[config.mk]
export PLATFORM = sky130hd
export DESIGN_NAME = seg7_scan_ctrl
export DESIGN_NICKNAME = d
export VERILOG_FILES = /design/src/rtl/seg7_pkg.sv /design/src/rtl/seg7_bcd_lut.sv /design/src/rtl/seg7_scan_ctrl.sv
export SDC_FILE = /design/constraint.sdc
export NUM_CORES = 1
export LEC_CHECK = 0
export ABC_AREA = 1
export ABC_CLOCK_PERIOD_IN_PS = 2700
export BUFFER_PORTS_ARGS = -buffer_cell sky130_fd_sc_hd__buf_2
export CAP_MARGIN = 20
export CORE_UTILIZATION = 40
export CTS_BUF_LIST = sky130_fd_sc_hd__clkbuf_8
export DETAILED_ROUTE_END_ITERATION = 8
export PLACE_DENSITY = 0.56
export SLEW_MARGIN = 5
export SYNTH_ARGS = -nofsm -noshare
export SYNTH_HDL_FRONTEND = slang
export SYNTH_SLANG_ARGS = --single-unit
[constraint.sdc]
create_clock -name clk_in -period 2.7 [get_ports clk_in]
set_input_delay 0.54 -clock clk_in [delete_from_list [all_inputs] [get_ports clk_in]]
set_output_delay 0.54 -clock clk_in [all_outputs]
set_load 0.03 [all_outputs]
[src/rtl/seg7_pkg.sv]
`default_nettype none
// ============================================================================
// Module   : seg7_pkg
// Brief    : Shared constants and types for the seven-segment scan controller.
//            Segment patterns are abcdefg, active-high, bit 6 = segment a.
// Revision : 1.0 - initial release
// ============================================================================
package seg7_pkg;

  // Dark digit and the dash used for non-decimal values
  localparam logic [6:0] SEG_BLANK = 7'b0000000;
  localparam logic [6:0] SEG_DASH  = 7'b0000001;

  // Decimal digit patterns
  localparam logic [6:0] SEG_0 = 7'b1111110;
  localparam logic [6:0] SEG_1 = 7'b0110000;
  localparam logic [6:0] SEG_2 = 7'b1101101;
  localparam logic [6:0] SEG_3 = 7'b1111001;
  localparam logic [6:0] SEG_4 = 7'b0110011;
  localparam logic [6:0] SEG_5 = 7'b1011011;
  localparam logic [6:0] SEG_6 = 7'b1011111;
  localparam logic [6:0] SEG_7 = 7'b1110000;
  localparam logic [6:0] SEG_8 = 7'b1111111;
  localparam logic [6:0] SEG_9 = 7'b1111011;

  // Per-dwell phase: anti-ghosting gap, then the digit is lit
  typedef enum logic [0:0] {
    BLANK = 1'b0,
    SHOW  = 1'b1
  } scan_state_e;

endpackage
`default_nettype wire

[src/rtl/seg7_bcd_lut.sv]
`default_nettype none
// ============================================================================
// Module   : seg7_bcd_lut
// Brief    : Combinational BCD to abcdefg decoder; 10..15 decode to a dash.
// Revision : 1.0 - initial release
// ============================================================================
module seg7_bcd_lut
  import seg7_pkg::*;
(
  input  logic [3:0] i_value,
  output logic [6:0] o_seg
);

  // Decode one nibble; anything outside 0..9 shows a dash
  always_comb begin
    o_seg = SEG_DASH;
    case (i_value)
      4'd0:    o_seg = SEG_0;
      4'd1:    o_seg = SEG_1;
      4'd2:    o_seg = SEG_2;
      4'd3:    o_seg = SEG_3;
      4'd4:    o_seg = SEG_4;
      4'd5:    o_seg = SEG_5;
      4'd6:    o_seg = SEG_6;
      4'd7:    o_seg = SEG_7;
      4'd8:    o_seg = SEG_8;
      4'd9:    o_seg = SEG_9;
      default: o_seg = SEG_DASH;
    endcase
  end

endmodule
`default_nettype wire

[src/rtl/seg7_scan_ctrl.sv]
`default_nettype none
// ============================================================================
// Module   : seg7_scan_ctrl
// Brief    : Time-multiplexed seven-segment scan controller with blank gap,
//            leading-zero suppression and frame-synchronous content loading.
// Revision : 1.0 - initial release
// ============================================================================
module seg7_scan_ctrl
  import seg7_pkg::*;
#(
  parameter int NUM_DIGITS   = 6,
  parameter int DWELL_CYCLES = 50000,
  parameter int BLANK_CYCLES = 500
)(
  input  logic                    clk_in,
  input  logic                    reset,
  input  logic [4*NUM_DIGITS-1:0] digits_in,
  input  logic [NUM_DIGITS-1:0]   dp_in,
  input  logic [NUM_DIGITS-1:0]   blank_in,
  input  logic                    lz_en,
  input  logic                    load_req,
  output logic                    load_ack,
  output logic [2:0]              seg7_sel,
  output logic [6:0]              seg7_out,
  output logic                    dpt_out,
  output logic                    frame_done
);

  localparam int c_cnt_w = (DWELL_CYCLES > 1) ? $clog2(DWELL_CYCLES) : 1;
  localparam logic [c_cnt_w-1:0] c_dwell_last = c_cnt_w'(DWELL_CYCLES - 1);
  localparam logic [c_cnt_w-1:0] c_blank_last =
    c_cnt_w'((BLANK_CYCLES > 0) ? BLANK_CYCLES - 1 : 0);
  localparam logic [2:0] c_last_idx = 3'(NUM_DIGITS - 1);
  // With no blank gap the digit is lit for the whole dwell
  localparam scan_state_e c_reset_state = (BLANK_CYCLES > 0) ? BLANK : SHOW;

  // Scan state
  logic [c_cnt_w-1:0]    cnt_q, cnt_d;
  logic [2:0]            idx_q, idx_d;
  scan_state_e           state_q, state_d;

  // Shadow copy of the display contents, only updated at frame boundaries
  logic [4*NUM_DIGITS-1:0] digits_q, digits_d;
  logic [NUM_DIGITS-1:0]   dp_q, dp_d;
  logic [NUM_DIGITS-1:0]   blank_q, blank_d;

  // Registered outputs
  logic [2:0] sel_q, sel_d;
  logic [6:0] seg_q, seg_d;
  logic       dpt_q, dpt_d;
  logic       ack_q, ack_d;
  logic       frame_done_q, frame_done_d;

  logic       w_dwell_end;
  logic       w_boundary;
  logic [31:0] w_digits_ext;
  logic [7:0] w_dp_ext;
  logic [7:0] w_blank_ext;
  logic [7:0] w_lz;
  logic [3:0] w_cur_val;
  logic       w_cur_dark;
  logic       w_cur_dp;
  logic [6:0] w_lut_seg;

  assign w_dwell_end = (cnt_q == c_dwell_last);
  assign w_boundary  = w_dwell_end && (idx_q == c_last_idx);

  // Widen shadow vectors to the full 3-bit index range so idx can select
  // directly; unused digit slots read as blanked.
  assign w_digits_ext = 32'(digits_q);
  assign w_dp_ext     = 8'(dp_q);
  assign w_blank_ext  = ~8'(~blank_q);

  // Leading-zero flags: a zero is suppressed while everything left of it is
  // zero or blanked; the rightmost digit always shows.
  always_comb begin : lz_scan
    logic left_dark;
    w_lz      = '0;
    left_dark = 1'b1;
    for (int i = 0; i < 8; i++) begin
      w_lz[i]   = lz_en && (w_digits_ext[4*i +: 4] == 4'd0) && left_dark
                  && (i != NUM_DIGITS - 1);
      left_dark = left_dark
                  && ((w_digits_ext[4*i +: 4] == 4'd0) || w_blank_ext[i]);
    end
  end

  assign w_cur_val  = w_digits_ext[{idx_q, 2'b00} +: 4];
  assign w_cur_dark = w_blank_ext[idx_q] | w_lz[idx_q];
  assign w_cur_dp   = w_dp_ext[idx_q];

  seg7_bcd_lut u_lut (
    .i_value (w_cur_val),
    .o_seg   (w_lut_seg)
  );

  // Next-state: dwell counter, digit index, blank/show phase, shadow load
  // and the output values for the digit currently selected.
  always_comb begin
    cnt_d = w_dwell_end ? '0 : cnt_q + c_cnt_w'(1);

    idx_d = idx_q;
    if (w_dwell_end) begin
      idx_d = (idx_q == c_last_idx) ? 3'd0 : idx_q + 3'd1;
    end

    state_d = state_q;
    if (state_q == BLANK) begin
      if (cnt_q == c_blank_last) state_d = SHOW;
    end else begin
      if (w_dwell_end && (BLANK_CYCLES > 0)) state_d = BLANK;
    end

    digits_d = digits_q;
    dp_d     = dp_q;
    blank_d  = blank_q;
    if (w_boundary && load_req) begin
      digits_d = digits_in;
      dp_d     = dp_in;
      blank_d  = blank_in;
    end

    ack_d        = w_boundary && load_req;
    frame_done_d = w_boundary;

    sel_d = idx_q;
    if ((state_q == SHOW) && !w_cur_dark) begin
      seg_d = w_lut_seg;
      dpt_d = w_cur_dp;
    end else begin
      seg_d = SEG_BLANK;
      dpt_d = 1'b0;
    end
  end

  // All state and outputs update together; reset darkens the display at once
  always_ff @(posedge clk_in or posedge reset) begin
    if (reset) begin
      cnt_q        <= '0;
      idx_q        <= 3'd0;
      state_q      <= c_reset_state;
      digits_q     <= '0;
      dp_q         <= '0;
      blank_q      <= '1;
      sel_q        <= 3'd0;
      seg_q        <= SEG_BLANK;
      dpt_q        <= 1'b0;
      ack_q        <= 1'b0;
      frame_done_q <= 1'b0;
    end else begin
      cnt_q        <= cnt_d;
      idx_q        <= idx_d;
      state_q      <= state_d;
      digits_q     <= digits_d;
      dp_q         <= dp_d;
      blank_q      <= blank_d;
      sel_q        <= sel_d;
      seg_q        <= seg_d;
      dpt_q        <= dpt_d;
      ack_q        <= ack_d;
      frame_done_q <= frame_done_d;
    end
  end

  assign seg7_sel   = sel_q;
  assign seg7_out   = seg_q;
  assign dpt_out    = dpt_q;
  assign load_ack   = ack_q;
  assign frame_done = frame_done_q;

endmodule
`default_nettype wire

* Word level (Yosys, flattened, before mapping)
Memory sizes are Yosys's and may differ from the RTL's. Index checks and enable logic that the tools add are counted.
Storage, ports and cells: word-level logic and storage cells 66, bits in registers 69, memory bits (read-only) 112, memories 1
Cells by class: muxes and demuxes 13, bitwise gates (word level) 3, shift operators 1, reductions and logical operators 31, equal/unequal tests 3, magnitude comparators 1, add/subtract/negate cells 2
Memory list:
- (no name shown) | depth 16, width 7, rd ports 1, clocked after Yosys merged registers in 0, wr ports 0, RTL line seg7_bcd_lut.sv:17 | case (i_value)
Operator list (count):
- $shiftx 32x6->4 | 1
- $logic_not 4->1 | 6
- $logic_and 1x1->1 | 18
- $add 16x1->16 const B | 1
- $eq 16x16->1 const B | 1
- $eq 16x9->1 const B | 1
- $mux 16 | 1
- $bmux 1 s3 | 3
- $not 6->8 | 1
- $not 8->8 | 1
- $mux 1 | 7
- $mux 7 | 1
- $logic_or 1x1->1 | 6
- $lt 3x4->1 const B | 1
- $add 3x1->3 const B | 1
- $eq 3x3->1 const B | 1
- $mux 3 | 1
- $logic_not 1->1 | 1
- $or 1x1->1 | 1

* Logic depth before layout (Yosys ltp)
word-level depth 15, gate-level depth with buffers 14, mapped depth without buffers 13

* Cells and area by module
From an unflattened synthesis, not the netlist that was laid out.
Second synthesis, totals: cell total of the unflattened synthesis 457, area, all modules 3757.4 µm²
Modules (own cells, without submodules):
- seg7_scan_ctrl | seq. area each 1734.2 µm², area each 3564.7 µm², cells each 421, instances 1
- seg7_bcd_lut | seq. area each 0.0 µm², area each 192.7 µm², cells each 36, instances 1

* Worst setup path after synthesis
OpenSTA, ideal clock, no wires.
path kind register -> register, start reg idx_q[0], end reg seg_q[3], in the netlist seg7_out[3], required time 2.626 ns, path slack 0.625 ns, library setup time 0.074 ns, data arrival time 2.001 ns, period minus slack after synthesis 2.075 ns, stages on the path, launching flop included 13, cell sequence dfrtp_1 -> clkbuf_1 -> buf_2 -> buf_2 -> o21ai_0 -> o21ai_0 -> a32oi_1 -> inv_1 -> ha_1 -> nand3b_1 -> nand3_1 -> nand2_1 -> nor2_1
On the way: longest elaborated chain between the ends 6
Ends and longest elaborated chain:
- start, declared | RTL line seg7_scan_ctrl.sv:39 | logic [2:0] idx_q, idx_d;
- start signal, assigned | RTL line seg7_scan_ctrl.sv:152 | idx_q <= idx_d;
- parallel branches: the longest is 5 deep, another holds $mem_v2 16x7
- $mux 7 (*) | RTL line seg7_scan_ctrl.sv:127 | if ((state_q == SHOW) && !w_cur_dark) begin
- named net seg_d[3] | RTL line seg7_scan_ctrl.sv:49 | logic [6:0] seg_q, seg_d;
- end signal, assigned | RTL line seg7_scan_ctrl.sv:158 | seg_q <= seg_d;
- end, declared | RTL line seg7_scan_ctrl.sv:49
Mark *: on every way through the listed nets, which the timed path passes. The select of a mux whose other input is x is not followed. A chain may end at the register's enable or synchronous reset.

* Final worst setup path
start reg idx_q[0], end reg seg_q[6], in the netlist seg7_out[6]
The elaborated chain is that of the path after synthesis.

==> impl_metrics.prom <==
# TYPE chip_impl_metric gauge
chip_impl_metric{name="synthDominantCellAreaShare",unit="%"} 43.06
chip_impl_metric{name="fin_tns_setup",unit="ps"} 0
chip_impl_metric{name="synthArstFlopShare",unit="%"} 100.0
chip_impl_metric{name="ys_warn_count",unit=""} 0
chip_impl_metric{name="max-slew-margin-rel",unit="%"} 60.46
chip_impl_metric{name="cts_hold_buffers",unit=""} 0
chip_impl_info{name="violations",value="design-rule violations"} 1
chip_impl_metric{name="mapped_nets",unit=""} 496
chip_impl_metric{name="path_buf_inv",unit=""} 2
chip_impl_metric{name="netlist_instances",unit=""} 450
chip_impl_info{name="synth_area_leaders",value="dfrtp_1 (43%), nand2_1 (11%), o21ai_2 (8.6%)"} 1
chip_impl_metric{name="power.total",unit="mW"} 1.809
chip_impl_metric{name="n_fill_cell",unit=""} 901
chip_impl_metric{name="critical_path.max_stage_delay",unit="ps"} 500
chip_impl_metric{name="timing.final.crit_share",unit="%"} 87.74
chip_impl_metric{name="vias_per_cell",unit=""} 4.702
chip_impl_info{name="result_of_the_run",value="finished, violations left"} 1
chip_impl_metric{name="grt_max_degree",unit=""} 44
chip_impl_metric{name="vias_after_detailed_routing",unit=""} 2915
chip_impl_metric{name="die_width",unit="µm"} 97.67
chip_impl_info{name="synth.cells.most_frequent",value="nand2_1 (111), inv_1 (77), dfrtp_1 (63), nor2_1 (56), o21ai_2 (36)"} 1
chip_impl_metric{name="synth.cell_area",unit="µm²"} 3661
chip_impl_metric{name="routed_wire_length_per_instance",unit="µm"} 12.21
chip_impl_metric{name="post_route_skew",unit="ps"} 8.146
chip_impl_metric{name="grt_first_pass_wirelength",unit="µm"} 13420
chip_impl_info{name="critical_path_class",value="register to register"} 1
chip_impl_info{name="clock_tree.root_cell",value="clkbuf_8"} 1
chip_impl_metric{name="number_of_global_route_vias_before_repair",unit=""} 2802
chip_impl_info{name="grt_setup_unrepaired",value="false"} 1
chip_impl_info{name="critical-path-top-delay-family",value="compound AO/OA/AOI/OAI gates"} 1
chip_impl_metric{name="fp.coreArea",unit="µm²"} 8806
chip_impl_metric{name="die_area",unit="µm²"} 9539
chip_impl_metric{name="max_slew.worst_pin.slew",unit="ps"} 592.3
chip_impl_metric{name="p_leak",unit="nW"} 2.259
chip_impl_metric{name="port_buffers",unit=""} 52
chip_impl_metric{name="number_of_top_level_pins",unit=""} 53
chip_impl_metric{name="cp.arrival",unit="ps"} 2630
chip_impl_metric{name="post_route_cells_drive_above_1_share",unit="%"} 23.05
chip_impl_metric{name="worst-path-max-fanout",unit=""} 12
chip_impl_metric{name="power_density",unit="nW/µm²"} 433.7
chip_impl_metric{name="remaining_drc_errors",unit=""} 6
chip_impl_metric{name="finalSetupViolCount",unit=""} 0
chip_impl_metric{name="drv_slew",unit=""} 0
chip_impl_info{name="ys.flop_type",value="dfrtp_1"} 1
chip_impl_metric{name="drt_wl_total",unit="µm"} 7573
chip_impl_metric{name="first_iter_violations",unit=""} 134
chip_impl_metric{name="synth.ff_latch_count",unit=""} 69
chip_impl_metric{name="clock_insertion_delay_worst_skew",unit="ps"} 340
chip_impl_info{name="cts_tree",value="built"} 1
chip_impl_metric{name="multi_input_comb_area",unit="µm²"} 1533
chip_impl_metric{name="die_height",unit="µm"} 97.67
chip_impl_metric{name="num_antenna_cells",unit=""} 0
chip_impl_metric{name="netlist-cell-type-count",unit=""} 36
chip_impl_metric{name="area_growth_syn_to_layout",unit="%"} 13.94
chip_impl_metric{name="maximum_vdd_ir_drop",unit="V"} 0.0002296
chip_impl_metric{name="core.rowCount",unit=""} 34
chip_impl_metric{name="htreeDepth",unit=""} 3
chip_impl_metric{name="clkTransAtPathRegs",unit="ps"} 70
chip_impl_metric{name="globalplace.congestion",unit=""} 0.8531
chip_impl_info{name="timing.critical_path.from_type",value="register"} 1
chip_impl_metric{name="seqCellArea",unit="µm²"} 1734
chip_impl_metric{name="nets",unit=""} 553
chip_impl_metric{name="grt_usage",unit="%"} 17.87
chip_impl_metric{name="hold_viol",unit=""} 0
chip_impl_info{name="leading_cell_type_by_number_of_instances_after_synthesis",value="nand2_1"} 1
chip_impl_metric{name="length_of_the_first_detailed_routing_pass_in_iterations",unit=""} 6
chip_impl_metric{name="antenna_violating_nets_post_route",unit=""} 0
chip_impl_metric{name="required",unit="ps"} 2970
chip_impl_metric{name="fmaxAchievable",unit="MHz"} 422.1
chip_impl_metric{name="start_util",unit="%"} 41.57
chip_impl_metric{name="post_cts_buffers",unit=""} 0
chip_impl_metric{name="tritoncts.num_buffers",unit=""} 9
chip_impl_metric{name="count_of_flip_flops_with_a_built_in_enable_after_synthesis",unit=""} 0
chip_impl_metric{name="numClockSinks",unit=""} 69
chip_impl_metric{name="synth.yosys.seq_area_share",unit="%"} 47.37
chip_impl_info{name="worstPathCellList",value="nand2_1, inv_1, a22oi_1, o21ai_0, a32oi_1, inv_1, ha_1, nand3b_1, nand3_1, nand2_1, nor2_1"} 1
chip_impl_metric{name="final.min_clock_period",unit="ps"} 2369
chip_impl_info{name="holdCritPathClass",value="primary input to asynchronous set/reset pin"} 1
chip_impl_metric{name="clock_tree.buffer_depth",unit=""} 2
chip_impl_info{name="end_kind",value="register"} 1
chip_impl_metric{name="post_cts.resized_instances",unit=""} 0
chip_impl_metric{name="post_synth.cell_area_avg",unit="µm²"} 8.136
chip_impl_metric{name="dp_hpwl",unit="µm"} 5697
chip_impl_metric{name="number_of_maximum_capacitance_violations",unit=""} 0
chip_impl_info{name="critPathSlowestCell",value="dfrtp_1"} 1
chip_impl_metric{name="grt_overflow",unit=""} 0
chip_impl_metric{name="antenna_violations_before_repair",unit=""} 0
chip_impl_info{name="yosys.area.top_type",value="dfrtp_1"} 1
-- routing by layer --
| layer | track usage (%) | part of all wire (%) |
|---|---|---|
| met1 | 24.62 | 51 |
| met2 | 27.22 | 45 |
| met3 | 4.245 | 2.9 |
| met4 | 6.760 | 1.2 |
| met5 | 0 | 0 |
-- worst reg2reg max path, stage by stage (launching register included) --
cell and delay [ps]:
dfrtp_1 500, nand2_1 260, inv_1 100, a22oi_1 190
o21ai_0 120, a32oi_1 380, inv_1 130, ha_1 210
nand3b_1 160, nand3_1 100, nand2_1 50, nor2_1 100
-- report_power, final --
part           switching (mW)  internal (mW)  total, mW
registers                   0           1.03       1.03
logic                  0.0422         0.0271     0.0694
clock network           0.364          0.342      0.706
-- final timing paths --
check | from | end | slack, ps | cells past startpoint
worst max-delay path | idx_q[0] | seg7_out[6] | 330 | 11
worst min-delay path | reset | load_ack | 260 | 2
worst max register to register | idx_q[0] | seg7_out[6] | 330 | 11
worst min register to register | cnt_q[0] | cnt_q[0] | 470 | 1
max in group asynchronous | reset | blank_q[5] | 1740 | 3
min in group clk_in | blank_in[1] | blank_q[1] | 410 | 3
-- sequential cells by signal (all words and copies together), names as in the netlist --
register and flops:
state_q 1, load_ack 1, cnt_q 16, dp_q 6, frame_done 1, dpt_out 1
blank_q 6, seg7_out 7, idx_q 3, seg7_sel 3, digits_q 24
-- per-stage QoR --
step	utilization (%)	instances	cell area [µm²]	worst slack, ps	hold WS (ps)
floorplan	-	450	3661	430.1	348.7
global placement	45.52	604	4009	449.6	452.5
detailed placement	45.52	604	4009	378.1	461.7
CTS	47.37	620	4172	334.1	279.9
global route	47.37	620	4172	83.37	298.3
finish	47.37	620	4172	331.0	263.8
-- cells by family after synthesis --
kind of cell    share of synthesized area [%]
simple gates                            24.50
buf+inv                                 10.77
compound gates                          14.11
flops                                   47.37
fa+ha+maj                               2.051
xor+xnor                                1.196
-- placed cells by master, fill, tap and decap left out --
cell type,n
a21oi_1,9
a22oi_1,1
a32oi_1,1
and3_1,2
buf_12,1
buf_2,52
buf_4,4
clkbuf_8,10
clkinv_1,1
clkinv_2,2
dfrtp_1,63
dfstp_2,6
ha_1,6
inv_1,80
inv_2,2
nand2_1,111
nand2_2,1
nand3_1,22
nand3_4,1
nand3b_1,1
nand4_1,4
nor2_1,56
nor2_4,1
nor3_1,5
nor3b_1,2
nor4_1,2
nor4_4,1
o211ai_1,2
o21a_1,2
o21ai_0,14
o21ai_2,36
o21bai_1,1
o221ai_1,2
o22a_1,1
o22ai_1,1
or2_2,1
xnor2_1,1
xor2_1,4
-- final cells by class --
cell class | count | area share [%]
Sequential cell | 69 | 41.57
Multi-Input combinational cell | 291 | 36.74
Timing Repair Buffer | 57 | 7.439
Inverter | 79 | 7.109
Clock buffer | 10 | 3.299
Tap cell | 108 | 3.239
Clock inverter | 6 | 0.5999
Power figures use the tool's default switching activity.
